<file path="config.mk">
export PLATFORM = sky130hd
export DESIGN_NAME = pid_controller_pipe
export DESIGN_NICKNAME = d
export VERILOG_FILES = /design/src/rtl/pid_controller_pipe.sv
export SDC_FILE = /design/constraint.sdc
export NUM_CORES = 1
export LEC_CHECK = 0
export ABC_AREA = 1
export CORE_MARGIN = 4
export CORE_UTILIZATION = 50
export DETAILED_ROUTE_END_ITERATION = 6
export DONT_BUFFER_PORTS = 1
export GPL_TIMING_DRIVEN = 1
export SYNTH_ARGS = -nofsm -noshare
export SYNTH_HDL_FRONTEND = slang
export SYNTH_SLANG_ARGS = --single-unit
</file>
<file path="constraint.sdc">
create_clock -name clk -period 8.5 [get_ports clk]
set_input_delay 1.7 -clock clk [delete_from_list [all_inputs] [get_ports clk]]
set_output_delay 1.7 -clock clk [all_outputs]
set_load 0.02 [all_outputs]
</file>
<file path="src/rtl/pid_controller_pipe.sv">
// PID controller with run-time gains, fixed-point scaling, integrator clamp
// and a valid/ready sample handshake. One sample takes five clocks:
// IDLE -> ERR -> TERMS -> SUM -> DONE.
// Optional feature macro: PID_DERIV_EN builds the derivative path
// (prev_err, first flag, kd). Without it d=0 and kd is ignored.
module pid_controller_pipe #(
  parameter int unsigned DATA_W  = 8,
  parameter int unsigned GAIN_W  = 8,
  parameter int unsigned FRAC_W  = 4,
  parameter int unsigned ACC_W   = 24,
  parameter int          INT_MAX = (1 << (ACC_W - 2)) - 1
) (
  input  logic              clk,
  input  logic              rst_n,
  input  logic              clear,
  input  logic              in_valid,
  output logic              in_ready,
  input  logic [DATA_W-1:0] setpoint,
  input  logic [DATA_W-1:0] feedback,
  input  logic [GAIN_W-1:0] kp,
  input  logic [GAIN_W-1:0] ki,
  input  logic [GAIN_W-1:0] kd,
  output logic              out_valid,
  output logic [DATA_W-1:0] control_out,
  output logic              saturated
);

  localparam int unsigned EW = DATA_W + 1;      // error width
  localparam int unsigned PW = GAIN_W + 1 + EW; // gain * error product width
  localparam int unsigned SW = ACC_W + 2;       // final sum width

  localparam logic signed [ACC_W:0] IMAX    = (ACC_W + 1)'(INT_MAX);
  localparam logic signed [SW-1:0]  OUT_MAX = SW'((1 << DATA_W) - 1);

  typedef enum logic [2:0] {S_IDLE, S_ERR, S_TERMS, S_SUM, S_DONE} state_t;

  state_t state_q, state_d;

  logic        [DATA_W-1:0] sp_q, fb_q;
  logic        [GAIN_W-1:0] kp_q, ki_q;
  logic signed [EW-1:0]     err_q, err_c;
  logic signed [ACC_W-1:0]  p_q, integ_q;
  logic signed [PW-1:0]     p_prod_c, i_prod_c;
  logic signed [ACC_W:0]    i_sum_c;
  logic signed [ACC_W-1:0]  i_next_c;
  logic signed [SW-1:0]     sum_c, shift_c;

`ifdef PID_DERIV_EN
  localparam int unsigned DW  = EW + 1;         // error difference width
  localparam int unsigned DPW = GAIN_W + 1 + DW;

  logic        [GAIN_W-1:0] kd_q;
  logic signed [EW-1:0]     prev_err_q;
  logic                     first_q;
  logic signed [ACC_W-1:0]  d_q, d_c;
  logic signed [DW-1:0]     diff_c;
  logic signed [DPW-1:0]    d_prod_c;
`else
  logic unused_kd;
  assign unused_kd = ^kd;
`endif

  // State register
  always_ff @(posedge clk or negedge rst_n) begin
    if (!rst_n) state_q <= S_IDLE;
    else        state_q <= state_d;
  end

  // Next-state and handshake ready; clear always forces IDLE
  always_comb begin
    state_d  = state_q;
    in_ready = 1'b0;
    case (state_q)
      S_IDLE: begin
        in_ready = !clear;
        if (in_valid && !clear) state_d = S_ERR;
      end
      S_ERR:   state_d = S_TERMS;
      S_TERMS: state_d = S_SUM;
      S_SUM:   state_d = S_DONE;
      S_DONE:  state_d = S_IDLE;
      default: state_d = S_IDLE;
    endcase
    if (clear) state_d = S_IDLE;
  end

  // Error, term products, clamped integrator and scaled sum
  always_comb begin
    err_c    = $signed({1'b0, sp_q}) - $signed({1'b0, fb_q});
    p_prod_c = PW'($signed({1'b0, kp_q})) * PW'(err_q);
    i_prod_c = PW'($signed({1'b0, ki_q})) * PW'(err_q);
    i_sum_c  = (ACC_W + 1)'(integ_q) + (ACC_W + 1)'(i_prod_c);
    if (i_sum_c > IMAX)       i_next_c = ACC_W'(IMAX);
    else if (i_sum_c < -IMAX) i_next_c = ACC_W'(-IMAX);
    else                      i_next_c = ACC_W'(i_sum_c);
`ifdef PID_DERIV_EN
    diff_c   = DW'(err_q) - DW'(prev_err_q);
    d_prod_c = DPW'($signed({1'b0, kd_q})) * DPW'(diff_c);
    d_c      = first_q ? '0 : ACC_W'(d_prod_c);
    sum_c    = SW'(p_q) + SW'(integ_q) + SW'(d_q);
`else
    sum_c    = SW'(p_q) + SW'(integ_q);
`endif
    shift_c  = sum_c >>> FRAC_W;
  end

  // Datapath registers and registered outputs
  always_ff @(posedge clk or negedge rst_n) begin
    if (!rst_n) begin
      sp_q        <= '0;
      fb_q        <= '0;
      kp_q        <= '0;
      ki_q        <= '0;
      err_q       <= '0;
      p_q         <= '0;
      integ_q     <= '0;
      out_valid   <= 1'b0;
      control_out <= '0;
      saturated   <= 1'b0;
`ifdef PID_DERIV_EN
      kd_q        <= '0;
      d_q         <= '0;
      prev_err_q  <= '0;
      first_q     <= 1'b1;
`endif
    end else begin
      out_valid <= 1'b0;
      if (clear) begin
        integ_q    <= '0;
`ifdef PID_DERIV_EN
        prev_err_q <= '0;
        first_q    <= 1'b1;
`endif
      end else begin
        case (state_q)
          S_IDLE: begin
            if (in_valid) begin
              sp_q <= setpoint;
              fb_q <= feedback;
              kp_q <= kp;
              ki_q <= ki;
`ifdef PID_DERIV_EN
              kd_q <= kd;
`endif
            end
          end
          S_ERR: err_q <= err_c;
          S_TERMS: begin
            p_q     <= ACC_W'(p_prod_c);
            integ_q <= i_next_c;
`ifdef PID_DERIV_EN
            d_q     <= d_c;
`endif
          end
          S_SUM: begin
            out_valid <= 1'b1;
            if (shift_c[SW-1]) begin
              control_out <= '0;
              saturated   <= 1'b1;
            end else if (shift_c > OUT_MAX) begin
              control_out <= '1;
              saturated   <= 1'b1;
            end else begin
              control_out <= shift_c[DATA_W-1:0];
              saturated   <= 1'b0;
            end
          end
          S_DONE: begin
`ifdef PID_DERIV_EN
            prev_err_q <= err_q;
            first_q    <= 1'b0;
`endif
          end
          default: ;
        endcase
      end
    end
  end

endmodule

</file>
### Word-level counts from Yosys, hierarchy flattened

Cells that the tools add are included.

* $add $sub $neg: 3
* bitwise logic cells: 1
* reductions and logical operators: 8
* magnitude comparators: 3
* $mul: 2
* mux-type cells: 14
* eq/ne operators: 4

Operator list (number)
* $mux 24: 4
* $mul 9x9->18: 2
* $add 18x24->25: 1
* $add 24x18->25: 1
* $gt 25x23->1 const B: 1
* $lt 25x23->1 const B: 1
* $gt 21x9->1 const B: 1
* $mux 8: 2
* $pmux 3 s4: 1
* $sub 8x8->9: 1
* $eq 3x2->1 const B: 2
* $mux 3: 2
* $reduce_and 2->1: 3
* $mux 1: 5
* $eq 3x1->1 const B: 1
* $logic_not 3->1: 1
* $ne 3x3->1 const B: 1
* $reduce_and 3->1: 1
* $reduce_bool 2->1: 1
* $logic_and 1x1->1: 1
* $logic_not 1->1: 1
* $not 1->1: 1

* register bits: 96
* input bits: 44
* output and inout bits: 11

### Logic depth before layout (Yosys ltp)

* depth in word-level cells: 7
* mapped depth: 32

### Worst setup path after synthesis

Ideal clock, no wire load.

* path type: register to register
* start point: register err_q[8]
* end point: register integ_q[10]
* stages on the path, launching flop included: 25
* clock period less this slack: 5.486 ns
* setup slack: 3.014 ns
* required time: 8.382 ns
* arrival: 5.368 ns
* path buffers: 2
* path through: dfrtp_1 -> inv_1 -> buf_1 -> nor2_1 -> fa_1 -> fa_1 -> fa_1 -> fa_1 -> inv_1 -> fa_1 -> inv_1 -> ha_1 -> nand2_1 -> inv_1 -> nand2_1 -> nand2_1 -> a21oi_1 -> o211ai_1 -> xor2_1 -> nand2_1 -> nand3_2 -> buf_6 -> nand2_1 -> inv_1 -> nand2_1

* longest elaborated chain between the ends: 7
* elaborated cells on any way between the ends: 8

Ends and longest elaborated chain
* from (decl): RTL line 41 `logic signed [EW-1:0] err_q, err_c;`
* from (signal assigned): RTL line 147 `S_ERR: err_q <= err_c;`
* $mul 9x9->18 *: RTL line 91 `i_prod_c = PW'($signed({1'b0, ki_q})) * PW'(err_q);`
* $add 24x18->25 *: RTL line 92 `i_sum_c = (ACC_W + 1)'(integ_q) + (ACC_W + 1)'(i_prod_c);`
* $lt 25x23->1: RTL line 94 `else if (i_sum_c < -IMAX) i_next_c = ACC_W'(-IMAX);`
* $mux 24: RTL line 94
* $mux 24 *: RTL line 93 `if (i_sum_c > IMAX) i_next_c = ACC_W'(IMAX);`
* $mux 24 *: RTL line 135 `case (state_q)`
* $mux 24 *: RTL line 128 `if (clear) begin`
* to (signal assigned): RTL line 150 `integ_q <= i_next_c;`
* to (decl): RTL line 42 `logic signed [ACC_W-1:0] p_q, integ_q;`

Mark *: on every way between the ends. The rest lies on a longest branch, timed or not. The select of a mux whose other input is x is not followed.
A chain may end at the register's enable or synchronous reset.

### Worst setup path in the final report

* start point: register err_q[8]
* end point: register integ_q[21]

Same word-level chain as after synthesis.

==> results.ini <==
[status]
outcome=complete, no violations

[sta]
slew_headroom=0.301
timing.hold.ws_ns=0.482
tightest_slew_ns=1.04
slew_viol_final=0
finalSetupViolations=0
tns_ns=0
rsz0062_at_grt=false
finClkSkew_ns=0.0128
finalHoldViolCount=0
max_freq_ghz=0.146
fin_crit_sh=0.805
period_minus_slack_ns=6.84

[die]
die_area_sq_um=27400
die_height_um=166
rows=57
fp.dieW_um=166
initial_core_util=0.509
core_sq_um=24400
io_pins=55

[routing]
drc=0
dr.first_iter.drc_count=610
num_vias=10300
first_pass_iters=5
wirelength_um=29300
drtAntennaViolNets=0
drt-wirelength-per-cell_um=14.5
viasPerCell=5.08

[synth]
synth_top_area_share=0.194
synthAdderAreaFrac=0.324
yosys.area.top_type=dfrtp_1
ys_async_sr_fraction=1.00
synth_area_leaders=dfrtp_1 (19%), nand2_1 (17%), fa_1 (16%)
yosys.cell_types.count=36
synthFlopType=dfrtp_1
syn_area_sq_um=12400
avgSynthCellArea_sq_um=7.17
synth-edff-count=0
ys_ff_latch=96
muxShareOfSynthArea=0.0209
synthCells=1730
synth_compound_area_frac=0.0566
syn_nets=2034
synth_top_family_by_area=adder cells
yosys.area_share.simple=0.262
yosysWarningCount=0
yosysSeqAreaShare=0.194
synth-xor-area-share=0.0183

[placement]
dpl-instance-area_sq_um=12600
place_inst=2006
io_buffer_count=0
routabilityCongestion=0.935
hpwl_um=24000

[global_route]
grt_pass1_vias=9734
grt_usage=0.224
grt_overflow=0
grt_antenna_before_repair=0
grt_pass1_wl_um=48900
grt_max_degree=97

[clock_tree]
cts_tree=yes
htree_levels=3
cts.sinks=96
cts_max_path_buffers=2
cts_hold_buffers=0
cts-root-buf=clkbuf_16
path_clk_slew_ns=0.07
ctsResizeCount=0
numCtsBuffers=9
clock_latency_ns=0.36
postCtsSetupRepairBufs=0

[setup_path]
end_kind=flip-flop
start_kind=flip-flop
required_ns=8.74
slowest_delay_ns=0.86
path_max_fanout=22
crit_slowest_cell=dfrtp_1
path_class=reg -> reg
path_buf_inv=4
cpLargestDelayFamily=adder cells
cp_cell_sequence=inv_1 -> or2_2 -> fa_1 -> fa_1 -> inv_1 -> fa_1 -> fa_1 -> inv_1 -> fa_1 -> inv_1 -> ha_1 -> nand2_1 -> nor2_1 -> nand3_1 -> nand4_1 -> nand2_1 -> nor2_1 -> nand2_1 -> nor2_1 -> nand4_1 -> nand2_1 -> nand2_2 -> nand3b_1 -> nand2_1
crit_arrival_ns=7.08

[layout]
nNetsFinal=1997
diodes=0
area_growth_pct=3.99
fin_area_sq_um=12900
drive_above_1_share=0.0418
stdcell_count=2022

[worst_hold_path]
min_path_type=reg -> reg

[run]
max_cap_viol_count=0

==> synthesized netlist by cell type (4+ instances only) <==
| master | instances |
|---|---|
| a21oi_1 | 74 |
| a31oi_1 | 5 |
| buf_1 | 4 |
| clkbuf_1 | 42 |
| dfrtp_1 | 96 |
| fa_1 | 102 |
| ha_1 | 158 |
| inv_1 | 353 |
| mux2_2 | 23 |
| nand2_1 | 554 |
| nand3_1 | 64 |
| nand3b_1 | 16 |
| nand4_1 | 22 |
| nor2_1 | 94 |
| nor3_1 | 12 |
| o21ai_0 | 40 |
| o21bai_1 | 4 |
| or2_2 | 15 |
| xnor2_1 | 11 |
| xor2_1 | 13 |
==> cell type report <==
cell class	count	area [sq um]
Fill cell	2490	11500
Multi-Input combinational cell	1228	8460
Sequential cell	96	2400
Inverter	356	1340
Tap cell	324	405
Clock buffer	9	225
Clock inverter	7	58.8
Timing Repair Buffer	2	15.0
==> metrics by stage <==
| step | util | worst slack, ns |
|---|---|---|
| finish | 0.529 | 1.66 |
| CTS | 0.529 | 1.66 |
| global placement | 0.517 | 1.71 |
| global route | 0.529 | 1.11 |
| floorplan | - | 3.01 |
| detailed placement | 0.517 | 1.66 |
==> metal layers <==
| layer | wire, um | track usage | part of all wire | vias up |
|---|---|---|---|---|
| met5 | 0 | 0 | 0 | - |
| met4 | 410 | 0.0424 | 0.014 | 0 |
| met3 | 1400 | 0.0340 | 0.048 | 26 |
| met2 | 13100 | 0.348 | 0.45 | 213 |
| met1 | 14400 | 0.335 | 0.49 | 4798 |
| li1 | - | - | - | 5232 |
==> cells in the final DEF, fill, tap and decap left out, drive strengths merged, types with 2 or more instances in the layout <==
cell type,instances
a31oi,5
fa,102
mux2,23
ha,158
clkbuf,9
nand3,66
nand3b,16
nor3,14
nand2,557
xnor2,11
dfrtp,96
o21bai,4
or2,15
clkinv,2
inv,360
o21ai,41
a21oi,74
nand4,22
o2111ai,2
nor2,97
buf,2
o31ai,2
xor2,14
==> path summary, 6_finish.rpt <==
| kind | start | endpoint | slack (ns) | cells past startpoint |
|---|---|---|---|---|
| setup / recovery | err_q[8]$_DFFE_PN0P_ | integ_q[21]$_DFFE_PN0P_ | 1.66 | 24 |
| setup reg to reg | err_q[8]$_DFFE_PN0P_ | integ_q[21]$_DFFE_PN0P_ | 1.66 | 24 |
| min in group asynchronous | rst_n | integ_q[22]$_DFFE_PN0P_ | 1.04 | 0 |
| hold / removal | p_q[5]$_DFFE_PN0P_ | p_q[5]$_DFFE_PN0P_ | 0.48 | 2 |
| max in group asynchronous | rst_n | ki_q[6]$_DFFE_PN0P_ | 7.25 | 0 |
| hold reg to reg | p_q[5]$_DFFE_PN0P_ | p_q[5]$_DFFE_PN0P_ | 0.48 | 2 |
==> state kept, by name, summed over array words and instances, names as in the netlist <==
name	count
integ_q	24
p_q	18
err_q	9
control_out	8
fb_q	8
ki_q	8
kp_q	8
sp_q	8
state_q	3
out_valid	1
saturated	1
==> cell families after synthesis <==
group | count (synthesis)
buf+inv | 406
simple gates | 788
fa+ha+maj | 260
mux | 23
xor+xnor | 25
compound gates | 132
flops | 96
==> worst reg2reg max path, delay by kind of cell (launching register included) <==
kind	cells	cell delay [ns]
AND/OR/NAND/NOR	14	2.15
buffers and inverters	4	0.71
flip-flops	1	0.86
adder cells (fa/ha/maj)	6	3.02
Power is not shown: default switching activity piles up to over one toggle a cycle in this logic, so the estimate is an artifact.
